## src/rtl/placement_cost_eval_if.sv

```systemverilog
// placement_cost_eval_if
// ----------------------
// Bus bundle between the wirelength evaluator and its environment: the
// start/busy/done control handshake plus the read ports of the edge ROMs
// (EA/EB) and the final position RAMs (pos_X/pos_Y).
//
// Signals
//   start      : one-cycle request from the controller
//   busy       : evaluator is walking the edge list
//   done       : one-cycle pulse, result outputs valid from this cycle on
//   edge_rd    : read strobe to EA/EB, edge_addr = edge index
//   edge_a/b   : EA/EB read data (node IDs)
//   pos_rd     : read strobe to pos_X/pos_Y, pos_addr = node ID
//   pos_x/y    : position read data, -1 marks an unplaced node
//
// Handshake semantics: start is a request that is only taken while the
// evaluator is idle; any start seen while busy or in the done cycle is dropped.
// done is the completion pulse and busy is low during it. Memory reads are
// fixed-latency: a strobe is high for exactly one cycle with its address,
// the memory samples both at the closing edge of that cycle, and the read
// data must be stable during the whole following cycle, when it is captured.
//
// Modports
//   master : controller + memories side (drives start and read data)
//   slave  : evaluator side
interface placement_cost_eval_if #(
    parameter int DATA_W = 32,
    parameter int ADDR_W = 32
);
    logic              start;
    logic              busy;
    logic              done;
    logic              edge_rd;
    logic [ADDR_W-1:0] edge_addr;
    logic [DATA_W-1:0] edge_a;
    logic [DATA_W-1:0] edge_b;
    logic              pos_rd;
    logic [ADDR_W-1:0] pos_addr;
    logic [DATA_W-1:0] pos_x;
    logic [DATA_W-1:0] pos_y;

    modport master (
        output start, edge_a, edge_b, pos_x, pos_y,
        input  busy, done, edge_rd, edge_addr, pos_rd, pos_addr
    );

    modport slave (
        input  start, edge_a, edge_b, pos_x, pos_y,
        output busy, done, edge_rd, edge_addr, pos_rd, pos_addr
    );
endinterface

```

## src/rtl/placement_cost_eval.sv

```systemverilog
// placement_cost_eval
// -------------------
// Post-placement wirelength evaluator. Walks the N_EDGE entries of the edge
// list, fetches both endpoint positions and accumulates Manhattan, Chebyshev
// and 1-hop (ceil-halved Manhattan) sums, the longest placed edge and the
// number of edges with an unplaced endpoint. Each edge takes 8 cycles.
//
// Ports
//   clk          : rising-edge clock
//   reset        : asynchronous, active-high; clears all state and outputs
//   bus          : placement_cost_eval_if.slave (start/busy/done + memory reads)
//   sum_manh     : sum of |dx|+|dy| over placed edges (wraps)
//   sum_cheb     : sum of max(|dx|,|dy|) over placed edges (wraps)
//   sum_1hop     : sum of ceil(|dx|/2)+ceil(|dy|/2) over placed edges (wraps)
//   max_len      : largest |dx|+|dy| over placed edges
//   unplaced_cnt : edges skipped because an endpoint coordinate is -1 (saturates)
//   state_dbg    : current FSM state, for observation only
//   cycles       : only with PLACE_EVAL_CYCLES_EN; cycles from accepted start
//                  through the done cycle inclusive
//
// Optional feature macro: PLACE_EVAL_CYCLES_EN (adds cycles port, the cycle
// counter and a result printout in the done cycle).
module placement_cost_eval #(
    parameter int N_EDGE = 22,
    parameter int DATA_W = 32,
    parameter int ADDR_W = 32,
    parameter int ACC_W  = 32
) (
    input  logic                 clk,
    input  logic                 reset,
    placement_cost_eval_if.slave bus,
    output logic [ACC_W-1:0]     sum_manh,
    output logic [ACC_W-1:0]     sum_cheb,
    output logic [ACC_W-1:0]     sum_1hop,
    output logic [DATA_W-1:0]    max_len,
    output logic [15:0]          unplaced_cnt,
    output logic [3:0]           state_dbg
`ifdef PLACE_EVAL_CYCLES_EN
    ,
    output logic [31:0]          cycles
`endif
);

    typedef enum logic [3:0] {
        IDLE   = 4'd0,
        E_REQ  = 4'd1,
        E_WAIT = 4'd2,
        A_REQ  = 4'd3,
        A_WAIT = 4'd4,
        B_REQ  = 4'd5,
        B_WAIT = 4'd6,
        CALC   = 4'd7,
        ACC    = 4'd8,
        DONE   = 4'd9
    } state_t;

    localparam logic [ADDR_W-1:0] LAST_IDX = ADDR_W'((N_EDGE > 0) ? N_EDGE - 1 : 0);
    localparam logic [DATA_W-1:0] UNPLACED = '1;

    state_t              state_q, state_d;
    logic [ADDR_W-1:0]   idx_q, idx_d;
    logic [DATA_W-1:0]   a_q, a_d, b_q, b_d;
    logic [DATA_W-1:0]   ax_q, ax_d, ay_q, ay_d, bx_q, bx_d, by_q, by_d;
    logic [DATA_W-1:0]   dx_q, dx_d, dy_q, dy_d;
    logic                skip_q, skip_d;
    logic [ACC_W-1:0]    sum_manh_q, sum_manh_d;
    logic [ACC_W-1:0]    sum_cheb_q, sum_cheb_d;
    logic [ACC_W-1:0]    sum_1hop_q, sum_1hop_d;
    logic [DATA_W-1:0]   max_len_q, max_len_d;
    logic [15:0]         unplaced_cnt_q, unplaced_cnt_d;
    logic                busy_q, busy_d, done_q, done_d;
    logic                edge_rd_q, edge_rd_d, pos_rd_q, pos_rd_d;
    logic [ADDR_W-1:0]   edge_addr_q, edge_addr_d, pos_addr_q, pos_addr_d;
`ifdef PLACE_EVAL_CYCLES_EN
    logic [31:0]         cycles_q, cycles_d;
`endif

    // Per-edge terms. The subtraction is two's complement at DATA_W, so the
    // sign bit of the difference decides the absolute value.
    logic [DATA_W-1:0]   diff_x, diff_y;
    logic [DATA_W-1:0]   len_term, cheb_term, hop_term;

    assign diff_x    = ax_q - bx_q;
    assign diff_y    = ay_q - by_q;
    assign len_term  = dx_q + dy_q;
    assign cheb_term = (dx_q > dy_q) ? dx_q : dy_q;
    // ceil(v/2) = (v >> 1) + v[0]
    assign hop_term  = (dx_q >> 1) + {{(DATA_W-1){1'b0}}, dx_q[0]}
                     + (dy_q >> 1) + {{(DATA_W-1){1'b0}}, dy_q[0]};

    always_comb begin
        state_d        = state_q;
        idx_d          = idx_q;
        a_d            = a_q;
        b_d            = b_q;
        ax_d           = ax_q;
        ay_d           = ay_q;
        bx_d           = bx_q;
        by_d           = by_q;
        dx_d           = dx_q;
        dy_d           = dy_q;
        skip_d         = skip_q;
        sum_manh_d     = sum_manh_q;
        sum_cheb_d     = sum_cheb_q;
        sum_1hop_d     = sum_1hop_q;
        max_len_d      = max_len_q;
        unplaced_cnt_d = unplaced_cnt_q;
`ifdef PLACE_EVAL_CYCLES_EN
        cycles_d       = cycles_q;
        if (state_q != IDLE && state_q != DONE) begin
            cycles_d = cycles_q + 32'd1;
        end
`endif

        case (state_q)
            IDLE: begin
                if (bus.start) begin
                    idx_d          = '0;
                    sum_manh_d     = '0;
                    sum_cheb_d     = '0;
                    sum_1hop_d     = '0;
                    max_len_d      = '0;
                    unplaced_cnt_d = '0;
`ifdef PLACE_EVAL_CYCLES_EN
                    // The first counted cycle is the one right after acceptance.
                    cycles_d       = 32'd1;
`endif
                    state_d = (N_EDGE == 0) ? DONE : E_REQ;
                end
            end
            E_REQ:  state_d = E_WAIT;
            E_WAIT: begin
                a_d     = bus.edge_a;
                b_d     = bus.edge_b;
                state_d = A_REQ;
            end
            A_REQ:  state_d = A_WAIT;
            A_WAIT: begin
                ax_d    = bus.pos_x;
                ay_d    = bus.pos_y;
                state_d = B_REQ;
            end
            B_REQ:  state_d = B_WAIT;
            B_WAIT: begin
                bx_d    = bus.pos_x;
                by_d    = bus.pos_y;
                state_d = CALC;
            end
            CALC: begin
                dx_d    = diff_x[DATA_W-1] ? ('0 - diff_x) : diff_x;
                dy_d    = diff_y[DATA_W-1] ? ('0 - diff_y) : diff_y;
                skip_d  = (ax_q == UNPLACED) || (ay_q == UNPLACED)
                       || (bx_q == UNPLACED) || (by_q == UNPLACED);
                state_d = ACC;
            end
            ACC: begin
                if (skip_q) begin
                    if (unplaced_cnt_q != 16'hFFFF) begin
                        unplaced_cnt_d = unplaced_cnt_q + 16'd1;
                    end
                end else begin
                    sum_manh_d = sum_manh_q + ACC_W'(dx_q) + ACC_W'(dy_q);
                    sum_cheb_d = sum_cheb_q + ACC_W'(cheb_term);
                    sum_1hop_d = sum_1hop_q + ACC_W'(hop_term);
                    if (len_term > max_len_q) begin
                        max_len_d = len_term;
                    end
                end
                if (idx_q == LAST_IDX) begin
                    state_d = DONE;
                end else begin
                    idx_d   = idx_q + ADDR_W'(1);
                    state_d = E_REQ;
                end
            end
            DONE:    state_d = IDLE;
            default: state_d = IDLE;
        endcase

        // Registered outputs are derived from the next state so they are
        // valid exactly during the cycle spent in that state.
        busy_d      = (state_d != IDLE) && (state_d != DONE);
        done_d      = (state_d == DONE);
        edge_rd_d   = (state_d == E_REQ);
        edge_addr_d = edge_rd_d ? idx_d : '0;
        pos_rd_d    = (state_d == A_REQ) || (state_d == B_REQ);
        if (state_d == A_REQ) begin
            pos_addr_d = ADDR_W'(a_d);
        end else if (state_d == B_REQ) begin
            pos_addr_d = ADDR_W'(b_d);
        end else begin
            pos_addr_d = '0;
        end
    end

    always_ff @(posedge clk or posedge reset) begin
        if (reset) begin
            state_q        <= IDLE;
            idx_q          <= '0;
            a_q            <= '0;
            b_q            <= '0;
            ax_q           <= '0;
            ay_q           <= '0;
            bx_q           <= '0;
            by_q           <= '0;
            dx_q           <= '0;
            dy_q           <= '0;
            skip_q         <= 1'b0;
            sum_manh_q     <= '0;
            sum_cheb_q     <= '0;
            sum_1hop_q     <= '0;
            max_len_q      <= '0;
            unplaced_cnt_q <= '0;
            busy_q         <= 1'b0;
            done_q         <= 1'b0;
            edge_rd_q      <= 1'b0;
            edge_addr_q    <= '0;
            pos_rd_q       <= 1'b0;
            pos_addr_q     <= '0;
`ifdef PLACE_EVAL_CYCLES_EN
            cycles_q       <= '0;
`endif
        end else begin
            state_q        <= state_d;
            idx_q          <= idx_d;
            a_q            <= a_d;
            b_q            <= b_d;
            ax_q           <= ax_d;
            ay_q           <= ay_d;
            bx_q           <= bx_d;
            by_q           <= by_d;
            dx_q           <= dx_d;
            dy_q           <= dy_d;
            skip_q         <= skip_d;
            sum_manh_q     <= sum_manh_d;
            sum_cheb_q     <= sum_cheb_d;
            sum_1hop_q     <= sum_1hop_d;
            max_len_q      <= max_len_d;
            unplaced_cnt_q <= unplaced_cnt_d;
            busy_q         <= busy_d;
            done_q         <= done_d;
            edge_rd_q      <= edge_rd_d;
            edge_addr_q    <= edge_addr_d;
            pos_rd_q       <= pos_rd_d;
            pos_addr_q     <= pos_addr_d;
`ifdef PLACE_EVAL_CYCLES_EN
            cycles_q       <= cycles_d;
`endif
        end
    end

    assign bus.busy      = busy_q;
    assign bus.done      = done_q;
    assign bus.edge_rd   = edge_rd_q;
    assign bus.edge_addr = edge_addr_q;
    assign bus.pos_rd    = pos_rd_q;
    assign bus.pos_addr  = pos_addr_q;
    assign sum_manh      = sum_manh_q;
    assign sum_cheb      = sum_cheb_q;
    assign sum_1hop      = sum_1hop_q;
    assign max_len       = max_len_q;
    assign unplaced_cnt  = unplaced_cnt_q;
    assign state_dbg     = state_q;

`ifdef PLACE_EVAL_CYCLES_EN
    assign cycles = cycles_q;

    always @(posedge clk) begin
        if (!reset && state_q == DONE) begin
            $display("placement_cost_eval: manh=%0d cheb=%0d 1hop=%0d max_len=%0d unplaced=%0d cycles=%0d",
                     sum_manh_q, sum_cheb_q, sum_1hop_q, max_len_q, unplaced_cnt_q, cycles_q);
        end
    end
`endif

endmodule

```

## src/flat_wrapper.sv

```systemverilog
// flat-port wrapper written by rule: the top's interface ports become plain ports
module placement_cost_eval_flat 
#(
    parameter int N_EDGE = 22,
    parameter int DATA_W = 32,
    parameter int ADDR_W = 32,
    parameter int ACC_W  = 32
)
  (clk, reset, sum_manh, sum_cheb, sum_1hop, max_len, unplaced_cnt, state_dbg, bus_start, bus_edge_a, bus_edge_b, bus_pos_x, bus_pos_y, bus_busy, bus_done, bus_edge_rd, bus_edge_addr, bus_pos_rd, bus_pos_addr);
  placement_cost_eval_if #(.DATA_W(DATA_W), .ADDR_W(ADDR_W)) bus_i ();
  input  logic clk;
  input  logic reset;
  output logic [ACC_W-1:0] sum_manh;
  output logic [ACC_W-1:0] sum_cheb;
  output logic [ACC_W-1:0] sum_1hop;
  output logic [DATA_W-1:0] max_len;
  output logic [15:0] unplaced_cnt;
  output logic [3:0] state_dbg;
  input wire logic [$bits(bus_i.start)-1:0] bus_start;
  input wire logic [$bits(bus_i.edge_a)-1:0] bus_edge_a;
  input wire logic [$bits(bus_i.edge_b)-1:0] bus_edge_b;
  input wire logic [$bits(bus_i.pos_x)-1:0] bus_pos_x;
  input wire logic [$bits(bus_i.pos_y)-1:0] bus_pos_y;
  output wire logic [$bits(bus_i.busy)-1:0] bus_busy;
  output wire logic [$bits(bus_i.done)-1:0] bus_done;
  output wire logic [$bits(bus_i.edge_rd)-1:0] bus_edge_rd;
  output wire logic [$bits(bus_i.edge_addr)-1:0] bus_edge_addr;
  output wire logic [$bits(bus_i.pos_rd)-1:0] bus_pos_rd;
  output wire logic [$bits(bus_i.pos_addr)-1:0] bus_pos_addr;
  assign bus_i.start = bus_start;
  assign bus_i.edge_a = bus_edge_a;
  assign bus_i.edge_b = bus_edge_b;
  assign bus_i.pos_x = bus_pos_x;
  assign bus_i.pos_y = bus_pos_y;
  assign bus_busy = bus_i.busy;
  assign bus_done = bus_i.done;
  assign bus_edge_rd = bus_i.edge_rd;
  assign bus_edge_addr = bus_i.edge_addr;
  assign bus_pos_rd = bus_i.pos_rd;
  assign bus_pos_addr = bus_i.pos_addr;
  placement_cost_eval #(.N_EDGE(N_EDGE), .DATA_W(DATA_W), .ADDR_W(ADDR_W), .ACC_W(ACC_W)) u_core (.clk(clk), .reset(reset), .bus(bus_i), .sum_manh(sum_manh), .sum_cheb(sum_cheb), .sum_1hop(sum_1hop), .max_len(max_len), .unplaced_cnt(unplaced_cnt), .state_dbg(state_dbg));
endmodule
```

## config.mk

```make
export PLATFORM = sky130hd
export DESIGN_NAME = placement_cost_eval_flat
export DESIGN_NICKNAME = d
export VERILOG_FILES = /design/src/rtl/placement_cost_eval_if.sv /design/src/rtl/placement_cost_eval.sv /design/src/flat_wrapper.sv
export SDC_FILE = /design/constraint.sdc
export NUM_CORES = 2
export LEC_CHECK = 0
export BUFFER_PORTS_ARGS = -buffer_cell sky130_fd_sc_hd__buf_2
export CORE_MARGIN = 1.5
export CORE_UTILIZATION = 40
export CTS_CLUSTER_DIAMETER = 200
export DETAILED_ROUTE_END_ITERATION = 10
export GPL_TIMING_DRIVEN = 0
export HOLD_SLACK_MARGIN = 0.08
export PLACE_DENSITY = 0.69
export SETUP_SLACK_MARGIN = 0.3
export SYNTH_ARGS = -nofsm -noshare
export SYNTH_HDL_FRONTEND = slang
export SYNTH_SLANG_ARGS = --single-unit
```

## constraint.sdc

```tcl
create_clock -name clk -period 15.6 [get_ports clk]
set_input_delay 3.12 -clock clk [delete_from_list [all_inputs] [get_ports clk]]
set_output_delay 3.12 -clock clk [all_outputs]
set_load 0.01 [all_outputs]
```

Word-level counts from Yosys, hierarchy flattened
Index checks and enable logic that the tools add are counted.
{"block": "classes", "n_reduce_logical": 11, "magnitude_cmp": 2, "n_eq_ne": 24, "add_sub_neg": 14, "mux": 28}
{"op": "$mux W32", "n": 16}
{"op": "$pmux W32 S2", "n": 5}
{"op": "$add A32 B32 Y32", "n": 5}
{"op": "$eq A32 B32 Y1 const B", "n": 4}
{"op": "$gt A32 B32 Y1", "n": 2}
{"op": "$sub A1 B32 Y32 const A", "n": 2}
{"op": "$sub A32 B32 Y32", "n": 2}
{"op": "$mux W16", "n": 3}
{"op": "$pmux W4 S9", "n": 1}
{"op": "$add A31 B1 Y32", "n": 1}
{"op": "$add A32 B1 Y32", "n": 1}
{"op": "$add A32 B1 Y32 const B", "n": 1}
{"op": "$add A32 B31 Y32", "n": 1}
{"op": "$eq A32 B5 Y1 const B", "n": 1}
{"op": "$pmux W16 S2", "n": 1}
{"op": "$eq A4 B3 Y1 const B", "n": 5}
{"op": "$add A16 B1 Y16 const B", "n": 1}
{"op": "$ne A16 B16 Y1 const B", "n": 1}
{"op": "$eq A4 B2 Y1 const B", "n": 3}
{"op": "$eq A4 B1 Y1 const B", "n": 2}
{"op": "$eq A4 B4 Y1 const B", "n": 2}
{"op": "$mux W4", "n": 2}
{"op": "$reduce_and A4 Y1", "n": 2}
{"op": "$ne A2 B1 Y1 const B", "n": 3}
{"op": "other kinds (8)", "n": 12}
{"block": "word_totals", "regBits": 505, "input_bits": 131}

Depth between registers and ports, before layout
{"block": "logic_depth", "ltp_word": 6, "mapped_depth": 26, "depth_no_buf": 24}

Worst setup path after synthesis
OpenSTA, ideal clock, no wires.
{"block": "synth_timing", "kind": "flip-flop to flip-flop", "from": "register u_core.dy_q[1]", "to": "register u_core.sum_cheb_q[31] (netlist: u_core.sum_cheb[31])", "period_less_slack_ps": 5387, "t_arrival_ps": 5262, "slack_ps": 10213, "required_time_ps": 15474, "path_stages_with_launch": 24, "cell_sequence": "dfrtp_1 -> inv_1 -> ha_1 -> nor2b_1 -> o21a_1 -> o21a_1 -> o21ai_0 -> o211ai_1 -> a211o_1 -> nand2_1 -> clkbuf_1 -> mux2_2 -> ha_1 -> a21o_1 -> a21oi_1 -> o21ai_0 -> nand4_1 -> a21boi_0 -> a211oi_1 -> o41ai_1 -> a221o_1 -> a41oi_1 -> mux2i_1 -> a221o_1"}
{"block": "synth_via", "elab_chain_len": 5}
{"item": "start, declared", "line_no": "placement_cost_eval.sv:64", "text": "logic [DATA_W-1:0] dx_q, dx_d, dy_q, dy_d;"}
{"item": "start signal, assigned", "line_no": "placement_cost_eval.sv:233", "text": "dy_q <= dy_d;"}
{"item": "$gt A32 B32 Y1", "line_no": "placement_cost_eval.sv:86", "text": "assign cheb_term = (dx_q > dy_q) ? dx_q : dy_q;"}
{"item": "$mux W32 (*)", "line_no": "placement_cost_eval.sv:86"}
{"item": "$add A32 B32 Y32 (*)", "line_no": "placement_cost_eval.sv:163", "text": "sum_cheb_d = sum_cheb_q + ACC_W'(cheb_term);"}
{"item": "$mux W32 (*)", "line_no": "placement_cost_eval.sv:157", "text": "if (skip_q) begin"}
{"item": "$pmux W32 S2 (*)", "line_no": "placement_cost_eval.sv:115", "text": "case (state_q)"}
{"item": "end signal, assigned", "line_no": "placement_cost_eval.sv:236", "text": "sum_cheb_q <= sum_cheb_d;"}
{"item": "end, declared", "line_no": "placement_cost_eval.sv:67", "text": "logic [ACC_W-1:0] sum_cheb_q, sum_cheb_d;"}
Every way passes the cells marked *; elsewhere a longest branch is shown, timed or not. The select of a mux whose other input is x is not followed.
A chain may end at the register's enable or synchronous reset.

Final worst setup path
{"block": "layout_timing", "from": "register u_core.dy_q[13]", "to": "register u_core.sum_cheb_q[31] (netlist: u_core.sum_cheb[31])"}
Same word-level chain as after synthesis.

==> run metrics <==
status=completed; core area=80,400 um2; clock buffer depth=3; Clock Sinks=roughly 470; DR vias=27,600; Unique masters post-synth=85; Yosys top cell by area=dfrtp_1; top area cells in the synthesized netlist=dfrtp_1, ha_1, mux2_2, o21ai_0, fa_1; grt total ovfl=0; CTS root buf=clkbuf_16; CP bufs+invs=3; hpwl dp=a little under 80 mm; crit path DAT=~8 ns; initial antenna violation count=10; Worst-path clk slew=around 0.06 ns; Hold Path Class=register to register; wire per inst=19.4 um; Mapped Area=32,500 um2; postcts setup bufs=0; Synth Net Count=3,927; cell family with most CP delay=compound AO/OA/AOI/OAI gates; Mean Syn Cell Area=9.36 um2; main combinational cell family by area after synthesis=compound AO/OA/AOI/OAI gates; Syn. warnings=0; Cell Chain, Critical Path=inv_1 > ha_1 > clkbuf_1 > nand4_1 > nor3_1 > o21ai_0 > o211ai_1 > a211o_1 > nand2_1 > clkbuf_1 > mux2_2 > ha_1 > a21o_1 > a21oi_1 > o21ai_0 > nand4_1 > a21boi_0 > a211oi_1 > o41ai_1 > a221o_1 > a41oi_1 > mux2i_1 > a221o_1; largest net degree at the start of global routing=43; # rows=104; CP max-delay cell=o41ai_1; setup TNS=0 ns; Worst Skew=approximately 0.044 ns; Die H=approximately 290 um; Area Growth Syn to Fin=16.1%; worst hold slack=0.486 ns; post-route cell area=37,700 um2; via/cell ratio=approximately 5.5; drt pass-1 iters=6; setup violators final=0; Residual DRC=0; Die X=288 um; CP Launch Type=register; fraction of synthesized area in multiplexers=0.0608; share of the synthesized area in the top cell type=0.365; number of synthesized flops with an enable pin=0; Max transition margin=0.204; Post-synth ARST share=1.00; Starting Density=0.404; Max Slew Vio Count=0; Cells after Synth=around 3,500; fmax=between 0.1 and 0.15 GHz; max-cap violations=0; xor and xnor area share after synthesis=0.0648; Worst Path Required=16.13 ns; layout net count=between 4,000 and 5,000; RSZ-0062 raised after global routing=false; Seq/Total Area, Yosys=0.365; minimum clock period=7.48 ns; Adder-Cell Fraction of Synth Area=0.143; Die Footprint=82,800 um2; Fin. Hold Viols=0; 1st-iter DRT viols=1,789; # resized after CTS=0; critical path class=register to register; GRT Overall Usage=0.231; ratio of cells with drive above 1 in the final layout=0.169; register bit total from synthesis=473; htree depth=2; Tcrit/Tclk final=0.479; # hold bufs at CTS=0; Num CTS Buffers=57; first-pass GRT wire length=150 mm; simple-gate portion of the synthesized area=0.145; vias in the first global route=~27,000; critical path's largest stage delay=0.65 ns; Critical Path Fanout Max=10; Ports=347; Post-DP Area=around 36,000 um2; worst-margin pin slew=1.19 ns; area fraction in compound gates after synthesis=0.182; Top FF cell, synth=dfrtp_1; CTS tree=built; final wirelength=97.0 mm; Clk Latency, worst-skew pair=0.65 ns; Post-DRT Antenna Nets=0; Port Buffer Count=346; Setup crit end kind=register; gpl congestion=0.925
cell families (layout without fill, tap and decap cells):
| family | count (synthesis) | in the layout |
|---|---|---|
| multiplexers | 177 | 177 |
| other | 0 | 5 |
| AND/OR/NAND/NOR | 983 | 983 |
| AO/OA/AOI/OAI | 922 | 922 |
| XOR/XNOR | 240 | 240 |
| adder cells (fa/ha/maj) | 329 | 329 |
| buffers and inverters | 343 | 807 |
| flip-flops | 473 | 473 |
layout make-up:
type                            instances  area, um2
Fill cell                            7665      42700
Multi-Input combinational cell       2651      19300
Sequential cell                       473      11800
Timing Repair Buffer                  361       2010
Clock buffer                           83       1700
Tap cell                             1060       1330
Inverter                              210        792
Buffer                                133        510
Clock inverter                         20        171
Antenna cell                            5       12.5
metal layers:
metal	wire (um)	part of all wire	up-vias	GRT usage
li1	-	-	13300	-
met5	55	0.00057	-	0
met4	3230	0.033	10	0.0783
met3	5550	0.057	152	0.0369
met2	44900	0.46	708	0.378
met1	43300	0.45	13400	0.309
metrics by stage:
stage,setup WS [ns],util,instances
3_5_place_dp,8.20,0.445,4888
6_report,8.12,0.469,4996
4_1_cts,8.14,0.469,4991
2_1_floorplan,6.07,-,3467
5_1_grt,7.73,0.469,4994
3_3_place_gp,3.09,0.442,4873
flip-flops by register name, indices dropped and copies added, names as in the netlist, 32 cells and up:
name	flops
u_core.dy_q	32
u_core.by_q	32
u_core.idx_q	32
u_core.max_len	32
u_core.sum_manh	32
u_core.sum_1hop	32
u_core.dx_q	32
u_core.bus.pos_addr	32
u_core.ax_q	32
u_core.b_q	32
u_core.bus.edge_addr	32
u_core.ay_q	32
u_core.bx_q	32
u_core.sum_cheb	32
path summary, 6_finish.rpt:
check,cells past startpoint,slack [ns],startpoint,endpoint
setup / recovery,23,8.12,u_core.dy_q[13],u_core.sum_cheb[31]
setup reg to reg,23,8.12,u_core.dy_q[13],u_core.sum_cheb[31]
hold reg to reg,1,0.49,u_core.b_q[6],u_core.bus.pos_addr[6]
hold / removal,1,0.49,u_core.b_q[6],u_core.bus.pos_addr[6]
max in group asynchronous,7,11.42,reset,u_core.bx_q[22]
min in group asynchronous,2,2.58,reset,u_core.bus.pos_addr[29]
placed cells by master (no fill, tap or decap), types with 13 or more instances in the layout:
master       n
buf_12      13
nor4_1      24
o21a_1      25
mux2i_1     17
a21o_1      78
clkbuf_8    13
and2_1      23
a31oi_1     24
xnor2_1    143
nor3_1      62
a22o_1      41
inv_1      209
nor2b_1     22
o211ai_1    26
a21oi_1    198
nand2_1    343
or2_2       18
nor2_1     203
and3_1      27
dfrtp_1    473
nand2b_1    31
or3_1       30
a211oi_1    25
nand4_1     73
fa_1        69
clkbuf_1   136
buf_2      349
clkbuf_16   59
mux2_2     160
o31ai_1     34
o21ai_0    306
xor2_1      97
ha_1       260
o21bai_1    30
nand3_1     79
Yosys cell counts, types with 7 or more instances:
library cell / count
a2111oi_0: 8
a211o_1: 10
a211oi_1: 25
a21o_1: 78
a21oi_1: 198
a221oi_1: 7
a22o_1: 41
a22oi_1: 8
a31o_2: 9
a31oi_1: 24
and2_1: 23
and3_1: 27
and4_1: 9
clkbuf_1: 125
dfrtp_1: 473
fa_1: 69
ha_1: 260
inv_1: 210
mux2_2: 160
mux2i_1: 17
nand2_1: 343
nand2b_1: 31
nand3_1: 79
nand4_1: 73
nor2_1: 203
nor2b_1: 22
nor3_1: 64
nor3b_1: 11
nor4_1: 24
o211ai_1: 26
o21a_1: 25
o21ai_0: 306
o21bai_1: 30
o31ai_1: 34
o41ai_1: 7
or2_2: 18
or3_1: 30
xnor2_1: 143
xor2_1: 97
Power is not shown: default switching activity piles up to over one toggle a cycle in this logic, so the estimate is an artifact.
